--- src/rtl/cnt_alarm_if.sv ---
// rtl/cnt_alarm_if.sv - counter input, configuration and event-drain signals of cnt_alarm
interface cnt_alarm_if #(
   parameter int WIDTH = 32
);
   logic [WIDTH-1:0] cnt;
   logic             cfg_valid;
   logic             cfg_ready;
   logic [WIDTH-1:0] cfg_start;
   logic [WIDTH-1:0] cfg_period;
   logic             stop;
   logic             armed;
   logic             evt_valid;
   logic             evt_ready;
   logic [WIDTH-1:0] evt_stamp;
   logic [7:0]       evt_seq;
   logic             ovf;

   modport master (
      output cnt, cfg_valid, cfg_start, cfg_period, stop, evt_ready,
      input  cfg_ready, armed, evt_valid, evt_stamp, evt_seq, ovf
   );

   modport slave (
      input  cnt, cfg_valid, cfg_start, cfg_period, stop, evt_ready,
      output cfg_ready, armed, evt_valid, evt_stamp, evt_seq, ovf
   );
endinterface

--- src/rtl/cnt_alarm.sv ---
// rtl/cnt_alarm.sv - compare-match event generator with timestamped event FIFO
module cnt_alarm #(
   parameter int WIDTH = 32,
   parameter int DEPTH = 4
) (
   input logic        clk,
   input logic        rst,
   cnt_alarm_if.slave alarm_if
);
   localparam int AW = $clog2(DEPTH);
   localparam int PW = AW + 1;

   typedef enum logic {
      ST_IDLE  = 1'b0,
      ST_ARMED = 1'b1
   } state_e;

   state_e           state_q, state_d;
   logic [WIDTH-1:0] target_q, target_d;
   logic [WIDTH-1:0] period_q, period_d;
   logic [7:0]       seq_q, seq_d;
   logic             ovf_q, ovf_d;
   logic             push;

   logic [WIDTH-1:0] stamp_mem_q [DEPTH];
   logic [7:0]       seq_mem_q   [DEPTH];
   logic [PW-1:0]    wr_ptr_q, rd_ptr_q;
   logic             fifo_empty, fifo_full, pop;

   // Pointers carry one extra wrap bit so full and empty are distinguishable.
   assign fifo_empty = (wr_ptr_q == rd_ptr_q);
   assign fifo_full  = (wr_ptr_q[AW-1:0] == rd_ptr_q[AW-1:0]) && (wr_ptr_q[AW] != rd_ptr_q[AW]);
   assign pop        = !fifo_empty && alarm_if.evt_ready;

   always_comb begin
      state_d  = state_q;
      target_d = target_q;
      period_d = period_q;
      seq_d    = seq_q;
      ovf_d    = ovf_q;
      push     = 1'b0;
      case (state_q)
         ST_IDLE: begin
            if (alarm_if.cfg_valid) begin
               target_d = alarm_if.cfg_start;
               period_d = alarm_if.cfg_period;
               seq_d    = 8'd0;
               ovf_d    = 1'b0;
               state_d  = ST_ARMED;
            end
         end
         ST_ARMED: begin
            if (alarm_if.stop) begin
               state_d = ST_IDLE;
            end else if (alarm_if.cnt == target_q) begin
               // A same-cycle pop frees a slot, so a full FIFO still accepts.
               push  = !fifo_full || pop;
               ovf_d = ovf_q || !push;
               seq_d = seq_q + 8'd1;
               if (period_q == '0) begin
                  state_d = ST_IDLE;
               end else begin
                  target_d = target_q + period_q;
               end
            end
         end
         default: state_d = ST_IDLE;
      endcase
   end

   always_ff @(posedge clk) begin
      if (rst) begin
         state_q  <= ST_IDLE;
         target_q <= '0;
         period_q <= '0;
         seq_q    <= 8'd0;
         ovf_q    <= 1'b0;
         wr_ptr_q <= '0;
         rd_ptr_q <= '0;
         for (int i = 0; i < DEPTH; i++) begin
            stamp_mem_q[i] <= '0;
            seq_mem_q[i]   <= 8'd0;
         end
      end else begin
         state_q  <= state_d;
         target_q <= target_d;
         period_q <= period_d;
         seq_q    <= seq_d;
         ovf_q    <= ovf_d;
         if (push) begin
            stamp_mem_q[wr_ptr_q[AW-1:0]] <= alarm_if.cnt;
            seq_mem_q[wr_ptr_q[AW-1:0]]   <= seq_q;
            wr_ptr_q                      <= wr_ptr_q + PW'(1);
         end
         if (pop) begin
            rd_ptr_q <= rd_ptr_q + PW'(1);
         end
      end
   end

   assign alarm_if.cfg_ready = (state_q == ST_IDLE);
   assign alarm_if.armed     = (state_q == ST_ARMED);
   assign alarm_if.ovf       = ovf_q;
   assign alarm_if.evt_valid = !fifo_empty;
   assign alarm_if.evt_stamp = fifo_empty ? '0 : stamp_mem_q[rd_ptr_q[AW-1:0]];
   assign alarm_if.evt_seq   = fifo_empty ? 8'd0 : seq_mem_q[rd_ptr_q[AW-1:0]];
endmodule
--- src/flat_wrapper.sv ---
// flat-port wrapper written by rule: the top's interface ports become plain ports
module cnt_alarm_flat 
#(
   parameter int WIDTH = 32,
   parameter int DEPTH = 4
)
  (clk, rst, alarm_if_cnt, alarm_if_cfg_valid, alarm_if_cfg_start, alarm_if_cfg_period, alarm_if_stop, alarm_if_evt_ready, alarm_if_cfg_ready, alarm_if_armed, alarm_if_evt_valid, alarm_if_evt_stamp, alarm_if_evt_seq, alarm_if_ovf);
  cnt_alarm_if #(.WIDTH(WIDTH)) alarm_if_i ();
  input logic clk;
  input logic rst;
  input wire logic [$bits(alarm_if_i.cnt)-1:0] alarm_if_cnt;
  input wire logic [$bits(alarm_if_i.cfg_valid)-1:0] alarm_if_cfg_valid;
  input wire logic [$bits(alarm_if_i.cfg_start)-1:0] alarm_if_cfg_start;
  input wire logic [$bits(alarm_if_i.cfg_period)-1:0] alarm_if_cfg_period;
  input wire logic [$bits(alarm_if_i.stop)-1:0] alarm_if_stop;
  input wire logic [$bits(alarm_if_i.evt_ready)-1:0] alarm_if_evt_ready;
  output wire logic [$bits(alarm_if_i.cfg_ready)-1:0] alarm_if_cfg_ready;
  output wire logic [$bits(alarm_if_i.armed)-1:0] alarm_if_armed;
  output wire logic [$bits(alarm_if_i.evt_valid)-1:0] alarm_if_evt_valid;
  output wire logic [$bits(alarm_if_i.evt_stamp)-1:0] alarm_if_evt_stamp;
  output wire logic [$bits(alarm_if_i.evt_seq)-1:0] alarm_if_evt_seq;
  output wire logic [$bits(alarm_if_i.ovf)-1:0] alarm_if_ovf;
  assign alarm_if_i.cnt = alarm_if_cnt;
  assign alarm_if_i.cfg_valid = alarm_if_cfg_valid;
  assign alarm_if_i.cfg_start = alarm_if_cfg_start;
  assign alarm_if_i.cfg_period = alarm_if_cfg_period;
  assign alarm_if_i.stop = alarm_if_stop;
  assign alarm_if_i.evt_ready = alarm_if_evt_ready;
  assign alarm_if_cfg_ready = alarm_if_i.cfg_ready;
  assign alarm_if_armed = alarm_if_i.armed;
  assign alarm_if_evt_valid = alarm_if_i.evt_valid;
  assign alarm_if_evt_stamp = alarm_if_i.evt_stamp;
  assign alarm_if_evt_seq = alarm_if_i.evt_seq;
  assign alarm_if_ovf = alarm_if_i.ovf;
  cnt_alarm #(.WIDTH(WIDTH), .DEPTH(DEPTH)) u_core (.clk(clk), .rst(rst), .alarm_if(alarm_if_i));
endmodule
--- config.mk ---
export PLATFORM = sky130hd
export DESIGN_NAME = cnt_alarm_flat
export DESIGN_NICKNAME = d
export VERILOG_FILES = /design/src/rtl/cnt_alarm_if.sv /design/src/rtl/cnt_alarm.sv /design/src/flat_wrapper.sv
export SDC_FILE = /design/constraint.sdc
export NUM_CORES = 1
export LEC_CHECK = 0
export ABC_AREA = 1
export ABC_CLOCK_PERIOD_IN_PS = 4300
export CAP_MARGIN = 40
export CORE_ASPECT_RATIO = 1.5
export CORE_MARGIN = 5
export CORE_UTILIZATION = 40
export CTS_CLUSTER_DIAMETER = 150
export DETAILED_ROUTE_END_ITERATION = 6
export PLACE_DENSITY = 0.6
export SLEW_MARGIN = 20
export SYNTH_ARGS = -nofsm -noshare
export SYNTH_HDL_FRONTEND = slang
export SYNTH_SLANG_ARGS = --single-unit
--- constraint.sdc ---
create_clock -name clk -period 4.3 [get_ports clk]
set_input_delay 0.645 -clock clk [delete_from_list [all_inputs] [get_ports clk]]
set_output_delay 0.645 -clock clk [all_outputs]
set_load 0.01 [all_outputs]
### After elaboration in Yosys (flattened, before gate mapping)

Memory sizes are Yosys's and may differ from the RTL's. A register that Yosys moved wholly into a read port is not among the register bits.
Cells that the tools add are included.

| word-level totals | value |
|---|---|
| register bits | 80 |
| bits in latches | 0 |
| bits in writable memories | 160 |
| memory bits (read-only) | 0 |
| memories | 2 |

| cells by class | value |
|---|---|
| add/subtract/negate cells | 4 |
| $mul | 0 |
| div/mod/pow operators | 0 |
| magnitude comparators | 0 |
| equality and inequality tests | 8 |
| shift operators | 0 |
| muxes and demuxes | 38 |
| bitwise operators | 1 |
| reduce and logical (&&, ||, !) cells | 13 |

Memory list:

| name | depth | bits a word | read ports | clocked after memory_dff | write ports | line | source |
|---|---|---|---|---|---|---|---|
| u_core.stamp_mem_q | 4 | 32 | 1 | 1 | 4 | cnt_alarm.sv:25 | `logic [WIDTH-1:0] stamp_mem_q [DEPTH];` |
| u_core.seq_mem_q | 4 | 8 | 1 | 1 | 4 | cnt_alarm.sv:26 | `logic [7:0] seq_mem_q [DEPTH];` |

Operators by type and width:

| operator | number |
|---|---|
| two-way mux 32 bit | 6 |
| one-hot mux 32 bit (2 select lines) | 1 |
| two-way mux 8 bit | 5 |
| adder 32 bit | 1 |
| == test 32 bit | 1 |
| logical NOT 32 bit | 1 |
| OR reduction 32 bit | 1 |
| two-way mux 1 bit | 17 |
| one-hot mux 8 bit (2 select lines) | 1 |
| two-way mux 2 bit | 6 |
| adder 8 x 1 -> 8 bit, second input constant | 1 |
| inequality test 2 bit, second input constant | 4 |
| OR reduction 8 bit | 1 |
| adder 3 x 1 -> 3 bit, second input constant | 2 |
| one-hot mux 1 bit (2 select lines) | 2 |
| AND reduction 4 bit | 1 |
| == test 3 bit | 1 |
| logical NOT 1 bit | 3 |
| AND reduction 3 bit | 1 |
| == test 2 bit | 1 |
| logical AND 1 bit | 2 |
| logical OR 1 bit | 2 |
| AND reduction 2 bit | 1 |
| inequality test 1 bit | 1 |
| inverter 1 bit | 1 |

### Longest topological paths before layout

Gate-level depths: netlist of run 1.

| logic depth | value |
|---|---|
| depth in word-level cells | 12 |
| gate-level depth with buffers | 16 |
| depth with buffers taken out | 16 |

### Least setup slack after synthesis of run 1

OpenSTA, ideal clock, no wires.

| path | value |
|---|---|
| path type | input -> register |
| start point | in alarm_if_cnt[19] |
| end point | mem u_core.seq_mem_q[1][0] (enable) |
| setup time | 0.398 ns |
| data arrival time | 2.772 ns |
| path slack | 1.129 ns |
| stages on the path | 14 |
| cell sequence | inv_2 > nand2_1 > nand2_1 > nand2_1 > nor2_1 > nand2_1 > nor2_2 > nand3_2 > nor2_2 > inv_2 > nor2_8 > nand3_4 > buf_6 > nand2_1 |

RTL lines:

| element | line | source |
|---|---|---|
| start, declared | flat_wrapper.sv:11 | `input wire logic [$bits(alarm_if_i.cnt)-1:0] alarm_if_cnt;` |
| end, declared | cnt_alarm.sv:26 |  |

==> results of run 1 <==
## worst min path at each step
stage,from,end,cells past startpoint
2_1_floorplan,u_core.wr_ptr_q[2]$_SDFFE_PP0P_,u_core.wr_ptr_q[2]$_SDFFE_PP0P_,2
4_1_cts,u_core.wr_ptr_q[2]$_SDFFE_PP0P_,u_core.wr_ptr_q[2]$_SDFFE_PP0P_,2
6_report,u_core.wr_ptr_q[2]$_SDFFE_PP0P_,u_core.wr_ptr_q[2]$_SDFFE_PP0P_,2
5_1_grt,u_core.wr_ptr_q[2]$_SDFFE_PP0P_,u_core.wr_ptr_q[2]$_SDFFE_PP0P_,2
3_3_place_gp,u_core.wr_ptr_q[2]$_SDFFE_PP0P_,u_core.wr_ptr_q[2]$_SDFFE_PP0P_,2
3_5_place_dp,u_core.wr_ptr_q[2]$_SDFFE_PP0P_,u_core.wr_ptr_q[2]$_SDFFE_PP0P_,2
## per-stage QoR
step	util [%]	power [W]	area [um^2]	hold WS, ns	instances
after floorplan	-	0.00309	13400	0.446	1760
after global placement	45.6	0.00336	15200	0.460	2269
after detailed placement	45.7	0.00337	15300	0.471	2272
after CTS	48.2	0.00553	16100	0.481	2315
after global routing	48.2	0.00571	16100	0.500	2315
final	48.2	0.00548	16100	0.474	2315
## flip-flops by register name, indices dropped and copies added, names as in the netlist, named ones only
signal / flops
u_core.stamp_mem_q: 128
u_core.period_q: 32
u_core.seq_mem_q: 32
u_core.target_q: 32
u_core.seq_q: 8
u_core.rd_ptr_q: 3
u_core.wr_ptr_q: 3
u_core.alarm_if.armed: 1
u_core.alarm_if.ovf: 1
## critical path: stages, from the launching register on
cell and delay [ns]:
sky130_fd_sc_hd__dfxtp_2 0.55, sky130_fd_sc_hd__inv_2 0.44, sky130_fd_sc_hd__buf_12 0.32, sky130_fd_sc_hd__nor2_1 0.07, sky130_fd_sc_hd__o32ai_1 0.46, sky130_fd_sc_hd__nand2_1 0.11, sky130_fd_sc_hd__inv_1 0.07, sky130_fd_sc_hd__clkdlybuf4s50_1 0.53
## cell families (layout without fill, tap and decap cells)
family,after synthesis,after routing,synth area share (%)
xor gates and xnor gates,47,47,3.06
AOI/OAI and AO/OA,206,206,8.88
and+or+nand+nor,948,948,28.2
adders and majority gates,35,35,3.31
DFF,242,242,48.0
buffers and inverters,282,417,8.62
## power breakdown
part | total, W | leakage, nW | switching (W) | internal [W]
clock network | 0.00216 | 0.393 | 0.000887 | 0.00128
registers | 0.00266 | 2.30 | 0.0000785 | 0.00258
logic | 0.000665 | 4.45 | 0.000394 | 0.000271
total | 0.00548 | 7.14 | 0.00136 | 0.00412
## area by class of cell
cell class              count  area [um^2]  area share, %
flip-flops and latches    242         6450           40.1
clock inverters            12          143          0.888
repair buffers            167         1660           10.3
inverters                 207          777           4.84
multi-input cells        1236         5840           36.4
well taps                 420          526           3.27
clock buffers              31          668           4.16
## placed cells by master (no fill, tap or decap), types with 40 or more instances in the layout
master	instances
sky130_fd_sc_hd__dfxtp_1	80
sky130_fd_sc_hd__o32ai_1	40
sky130_fd_sc_hd__nand2_1	420
sky130_fd_sc_hd__a21oi_1	68
sky130_fd_sc_hd__clkdlybuf4s50_1	144
sky130_fd_sc_hd__o21ai_0	92
sky130_fd_sc_hd__nor2_1	430
sky130_fd_sc_hd__edfxtp_1	160
sky130_fd_sc_hd__inv_1	194
sky130_fd_sc_hd__nand3_1	59
## per-layer routing
| metal | vias up | routed length (um) | track usage, % | part of all wire (%) |
|---|---|---|---|---|
| li1 | 5890 | - | - | - |
| met1 | 5445 | 15500 | 23.0 | 39 |
| met2 | 259 | 21300 | 40.7 | 54 |
| met3 | 65 | 1460 | 1.72 | 3.7 |
| met4 | 0 | 1250 | 6.92 | 3.2 |
| met5 | - | 0 | 0 | 0 |
==> summary.md, run 1 <==
| Metric | Value |
|---|---|
| Max_cap viols | 0 |
| Highest clock frequency the design can meet | ~0.27 GHz |
| Clock net sink count | between 200 and 250 |
| Crit path max fanout | 60 |
| Worst Reg-to-Reg Cells | 12 |
| Number of warning messages in the yosys log | 0 |
| Via count of the first global-routing pass | ~11000 |
| Total Wirelength | 39.5 mm |
| Die Y-Extent | about 230 um |
| Syn Std Cell Area | about 0.013 mm^2 |
| Most used standard cell by instance count after synthesis | sky130_fd_sc_hd__nor2_1 |
| Crit path setup slack, layout | between 0.5 and 0.6 ns |
| CTS Buf Count | 24 |
| Commonest register cell after synthesis | sky130_fd_sc_hd__edfxtp_1 |
| Share of final-layout standard cells stronger than drive strength 1 | around 4.4% |
| Root Driver | sky130_fd_sc_hd__clkbuf_16 |
| Tmin final | between 3 and 4 ns |
| Clk Latency, worst-skew pair | ~0.52 ns |
| Die area | 0.0374 mm^2 |
| Leading post-synthesis cells by instance count | sky130_fd_sc_hd__nor2_1 (430), sky130_fd_sc_hd__nand2_1 (420), sky130_fd_sc_hd__inv_1 (194), sky130_fd_sc_hd__edfxtp_1 (160), sky130_fd_sc_hd__o21ai_0 (92) |
| Initial core utilization | around two fifths |
| Number of flops mapped to enable cells by yosys | between 150 and 200 |
| Beginning of the worst register-to-register path | u_core.target_q[25]$_SDFFE_PP0P_ |
| Overall routing resource usage | between 20% and 30% |
| Number of nets in the layout | between 2000 and 2500 |
| Routed vias | approximately 12000 |
| Tightest slew margin relative to the limit | around half |
| Leakage power figure | between 7 and 8 nW |
| Final GP Congestion | between 0.9 and 1 |
| P per Cell Area | 341 mW/mm^2 |
| Setup violators final | 0 |
| Sort of element at the end of the critical path | output port |
| Total number of placement rows | between 80 and 90 |
| Top-level port count | 145 |
| Main area contributors after synthesis | sky130_fd_sc_hd__edfxtp_1 (36%), sky130_fd_sc_hd__dfxtp_1 (12%), sky130_fd_sc_hd__nor2_1 (12%), sky130_fd_sc_hd__nand2_1 (12%), sky130_fd_sc_hd__inv_1 (5.4%) |
| Status | completed |
| Pin count of the biggest net entering global routing | 61 |
| Total of fill cells in the finished design | 3285 |
| # Post-CTS Setup Buffers | 0 |
| Post-synth ARST share | 0% |
| Cells after synthesis | around 1800 |
| Top cell type by total area after synthesis | sky130_fd_sc_hd__edfxtp_1 |
| Buffers from clock root to sink, at most | 3 |
| Critical R2R Capture | u_core.seq_mem_q[1][7]$_SDFFCE_PN0P_ |
| Ant. Diodes | 0 |
| CP endpoint | alarm_if_evt_stamp[1] |
| Number of antenna violations at the first check in global routing | 0 |
| Max-slew violation count | 0 |
| Congestion Overflow GR | 0 |
| Wire per inst | roughly 17 um |
| Data arrival time at the worst-slack endpoint | approximately 3.1 ns |
| Clock transition at the registers of the reported paths | 0.06 ns |
| Setup repair after global routing missed its margin | no |
| Resize count post-CTS | 0 |
| Average cell area after synthesis | between 7 and 8 um^2 |
| First-pass DRT Iterations | 5 |
| Top-area cell type share of the netlist area | 35.8% |
| Number of routed nets with antenna violations | 0 |
| Worst-case clock skew | 0.0131 ns |
| Final total negative setup slack | 0 ns |
| Count of endpoints failing hold in the final timing report | 0 |
| Seq/Total Area, Yosys | 48.0% |
| Remaining routing DRC violations | 0 |
| Count of distinct cell types in the synthesized netlist | 31 |
| TritonCTS clock tree | done |
| Maximum ir drop on the vdd rail | roughly 0.21 mV |
| Area overhead of the layout relative to synthesis | 19.5% |
| Number of port buffers | around 140 |
| Category of the worst setup path launch point | flip-flop |
| Critical Setup Path Class | flip-flop to output port |
| Post-DP HPWL | a little under 30 mm |
| Actual transition at the worst max-transition pin | roughly 0.77 ns |
| Number of H-tree levels | 1 |
| Vias per cell | approximately 5 |
| Worst hold path type | flip-flop to flip-flop |
| Area of the core | ~0.033 mm^2 |
| Post-Syn Nets | 1896 |
| Period utilisation layout | between 80% and 90% |
| Number of DRC markers in iteration 0 | about 670 |
| Hold-fix buffer count after cts | 0 |
| Worst setup timing slack at the placement stage | approximately 0.74 ns |
| Required arrival time at the worst endpoint | between 3 and 4 ns |
| First-pass GRT wire length | 61.2 mm |
| Overall die width | around 160 um |
| Yosys reg bits | between 200 and 250 |
| Register-to-register path setup slack | approximately 1.5 ns |
(Power assumes the default switching activity.)
==> run 2: changes to the inputs <==
- ABC_CLOCK_PERIOD_IN_PS: 4300 -> unset
==> results of run 2 <==
Same layout as run 1: the final DEF is identical, and so are final timing and power.
==> RTL change 1, RTL diff (config.mk and constraints of run 1) <==
`DEPTH` is set to 4 in 2 places; all go to 8.
--- a/src/rtl/cnt_alarm.sv
+++ b/src/rtl/cnt_alarm.sv
@@ -1,7 +1,7 @@
 // rtl/cnt_alarm.sv - compare-match event generator with timestamped event FIFO
 module cnt_alarm #(
    parameter int WIDTH = 32,
-   parameter int DEPTH = 4
+   parameter int DEPTH = 8
 ) (
    input logic        clk,
    input logic        rst,
--- a/src/flat_wrapper.sv
+++ b/src/flat_wrapper.sv
@@ -2,7 +2,7 @@
 module cnt_alarm_flat 
 #(
    parameter int WIDTH = 32,
-   parameter int DEPTH = 4
+   parameter int DEPTH = 8
 )
   (clk, rst, alarm_if_cnt, alarm_if_cfg_valid, alarm_if_cfg_start, alarm_if_cfg_period, alarm_if_stop, alarm_if_evt_ready, alarm_if_cfg_ready, alarm_if_armed, alarm_if_evt_valid, alarm_if_evt_stamp, alarm_if_evt_seq, alarm_if_ovf);
   cnt_alarm_if #(.WIDTH(WIDTH)) alarm_if_i ();
Check against the original RTL: same outputs for any inputs over 4 cycles, from zero or initial values and one cycle with rst high; that may be too few to reach the edited logic, so the function may still have changed.
==> RTL change 1 against run 1 <==
- sequential cell count up 163
- global-route usage is 1.5 points higher
- area after synthesis is 52% higher
- power increased by 69%
- final area up 48%
- fmax shrank 4.1%
- worst setup slack got worse by 0.16 ns
- wire length up 60%
- critical endpoint is now alarm_if_evt_stamp[21]
- largest cell class unchanged
- highest routed layer unchanged
==> RTL change 1: results <==
[worst_setup_path]
worstReg2RegStart = u_core.target_q[8]
critPathCapture = alarm_if_evt_stamp[21]
critPathMaxStageDelay_ns = 0.62
reg2reg_to = u_core.seq_mem_q[3][3]

[placed_design]
postPlaceCellArea_mm2 = 0.0225
dp_hpwl_um = 42200
pre_cts_ws_ns = 0.650

[pwr]
ir_drop_uv = 214
power_density_mw_per_mm2 = 391

[finish]
seq_cells = 405
fillCellCount = 4930
multi_input_cells = 1695
layout.nets = 2634
drive_above_1_share = 0.0534
buf_share = 0.0809

[hold_path]
worstHoldEndpoint = u_core.period_q[3]
hp-start = u_core.period_q[3]

[global_route]
grt_pass1_wl_um = 96100
grt_max_degree = 91

[routing]
num_vias = 17000
drt_first_iter_violations = 1345

[synthesis]
syn_nets = 2533
synth-seq-area-share = 0.555
synthTopCellsByCount = nor2_1 (688), nand2_1 (392), edfxtp_1 (320), o21ai_0 (251), inv_1 (153)
synth_edf_count = 320
synth.distinct_cells = 35
synth_area_leaders = edfxtp_1 (47%), nor2_1 (13%), dfxtp_1 (8.3%)
syn_avg_cell_area_um2 = 8.50

[sta]
clock_skew_ns = 0.0220
max-slew-margin-rel = 0.456

[run_status]
outcome = finished, final reports clean

[cts]
htreeDepth = 2
-- RTL change 1: cell count changes in the layout (fill, tap and decap cells not counted), moves of 39 or more --
cell and change:
inv_1 -42, edfxtp_1 +160, o32ai_1 -40, a31oi_1 +39
o22ai_1 +40, o21ai_0 +158, nor2_1 +258
-- RTL change 1: cells by family (layout without fill, tap and decap cells) --
| group | after synthesis | in the layout | share of synthesized area |
|---|---|---|---|
| XOR/XNOR | 48 | 48 | 0.0206 |
| adder cells (fa/ha/maj) | 35 | 35 | 0.0219 |
| AND/OR/NAND/NOR | 1201 | 1201 | 0.233 |
| buffers and inverters | 297 | 426 | 0.0637 |
| flip-flops | 405 | 405 | 0.555 |
| AO/OA/AOI/OAI | 411 | 411 | 0.106 |
-- RTL change 1: routing by layer --
metal  up-vias  wire (um)  GRT usage
met1      8161      24100      0.252
met4         0       2340     0.0848
met3       136       3160     0.0228
met2       558      33800      0.421
li1       8143          -          -
met5         -          0          0
==> RTL change 2, RTL diff (config.mk and constraints of run 1) <==
Without the edit above. Reset style: asynchronous (`rst`), changed in one clocked block.
--- a/src/rtl/cnt_alarm.sv
+++ b/src/rtl/cnt_alarm.sv
@@ -68,7 +68,7 @@
       endcase
    end
 
-   always_ff @(posedge clk) begin
+   always_ff @(posedge clk or posedge rst) begin
       if (rst) begin
          state_q  <= ST_IDLE;
          target_q <= '0;
Function: differs if rst is asserted again (counterexample within 4 cycles, from zero or initial values and one cycle with rst high); with rst held inactive, the same outputs for 4 cycles.
==> RTL change 2 against run 1 <==
- hold slack lost 0.039 ns
- synthesized cell count grew 8.5%
- via count grew 6.2%
- final area grew 2.1%
- first-iteration DRC count grew 3.3%
- area after synthesis grew 2.7%
- fmax shrank 1.9%
- critical path depth grew 1
- wire length shrank 1.4%
- worst setup slack lost 0.074 ns
- sequential cell count shrank 2
Power is not compared: it rests on default switching activity, and its combinational part moved more than twofold at a synthesized area within 25%.
==> RTL change 2: results <==
[cts]
cts_root_buf = clkbuf_16
postCtsResizedCells = 0
cts.path.max_buffers = 3
cts_setup_buffers = 0
numCtsBuffers = 24
clkTransAtPathRegs_ns = 0.06
clock_latency_ns = 0.53
htreeDepth = 1

[finish]
drive_above_1_share = 0.0448
regMostFlops = u_core.stamp_mem_q
layout.nets = 2153
diodes = 0
final_cells = 2456
largest_reg_flops = 128

[worst_setup_path]
critPathMaxStageDelay_ns = 0.71
crit_family = buffers and inverters
cp_data_arrival_time_ns = 3.17
reg2reg_depth = 8
path_max_fanout = 63
cpMaxStageDelayCell = dfrtp_2

[synthesis]
synthArstFlopShare = 1.00
syn_nets = 2049
yosysWarnings = 0
syn_avg_cell_area_um2 = 7.23
synth-seq-area-share = 0.435
synth_area_leaders = dfrtp_1 (44%), nand2_1 (19%), o21ai_0 (7.3%)
synthAdderAreaFrac = 0.0350
synthXorXnorAreaFrac = 0.0228
synth.distinct_cells = 37
synthTopCellsByCount = nand2_1 (695), dfrtp_1 (240), o21ai_0 (201), nor2_1 (195), inv_1 (189)
synth_mux_area_frac = 0.000816
synth_compound_area_frac = 0.123

[placed_design]
place_inst = 2410
pre_cts_ws_ns = 0.943
place.gp.congestion = 0.923
dp_hpwl_um = 28400
io_buffers = 144

[routing]
vias_per_cell = 5.04
drt-pass1-iter-count = 5
drt_first_iter_violations = 694
wl_per_cell_um = 15.8

[hold_path]
hp-class = in2async

[global_route]
grt_max_degree = 87
grt_pass1_wl_um = 63300
antenna_found_initial = 0
globalRouteTotalUtil = 0.202
grt_pass1_vias = 12300

[sta]
clock_skew_ns = 0.00525
max-slew-margin-rel = 0.584
hold_viol_final = 0

[run_status]
outcome = finished, final reports clean

[flow_run]
timing.max_cap.violations = 0

[pwr]
leakagePower_nw = 8.38
ir_drop_uv = 293
-- RTL change 2: cell families after synthesis --
| group | after synthesis |
|---|---|
| and+or+nand+nor | 1008 |
| AOI/OAI and AO/OA | 303 |
| buffers and inverters | 284 |
| DFF | 240 |
| adders and majority gates | 38 |
| xor gates and xnor gates | 36 |
| muxes | 1 |
-- RTL change 2: where the power goes --
| part | switching (W) | internal, W |
|---|---|---|
| clock | 0.000891 | 0.00137 |
| sequential | 0.000353 | 0.00248 |
| combinational | 0.00263 | 0.00179 |
-- RTL change 2: per-stage QoR --
step           instance area [um^2]  utilization  power (W)
2_1_floorplan                 13800            -    0.00573
3_3_place_gp                  15400        0.451    0.00727
3_5_place_dp                  15500        0.453    0.00733
4_1_cts                       16300        0.478    0.00963
5_1_grt                       16400        0.480     0.0103
6_report                      16400        0.480    0.00952
-- RTL change 2: layout make-up --
cell class | count | area, um^2
inverter | 200 | 759
timing repair buffer | 162 | 1710
fill | 3431 | 17800
sequential | 240 | 6010
tap | 425 | 532
multi-input combinational | 1386 | 6550
clock buffer | 32 | 692
clock inverter | 11 | 161
-- RTL change 2: path summary, 6_finish.rpt --
path                                startpoint                 endpoint  slack (ns)
setup / recovery            u_core.rd_ptr_q[0]   alarm_if_evt_stamp[25]        0.48
hold / removal                             rst  u_core.stamp_mem_q[100]        0.44
setup reg to reg            u_core.rd_ptr_q[0]    u_core.stamp_mem_q[3]        1.47
hold reg to reg            u_core.seq_mem_q[9]      u_core.seq_mem_q[9]        0.48
max in group asynchronous                  rst  u_core.stamp_mem_q[126]        3.12
min in group clk           u_core.seq_mem_q[9]      u_core.seq_mem_q[9]        0.48
-- RTL change 2: layer usage --
metal  part of all wire  global-route usage
met1               0.41               0.244
met2               0.52               0.369
met3              0.038              0.0198
met4              0.041              0.0772
met5                  0                   0
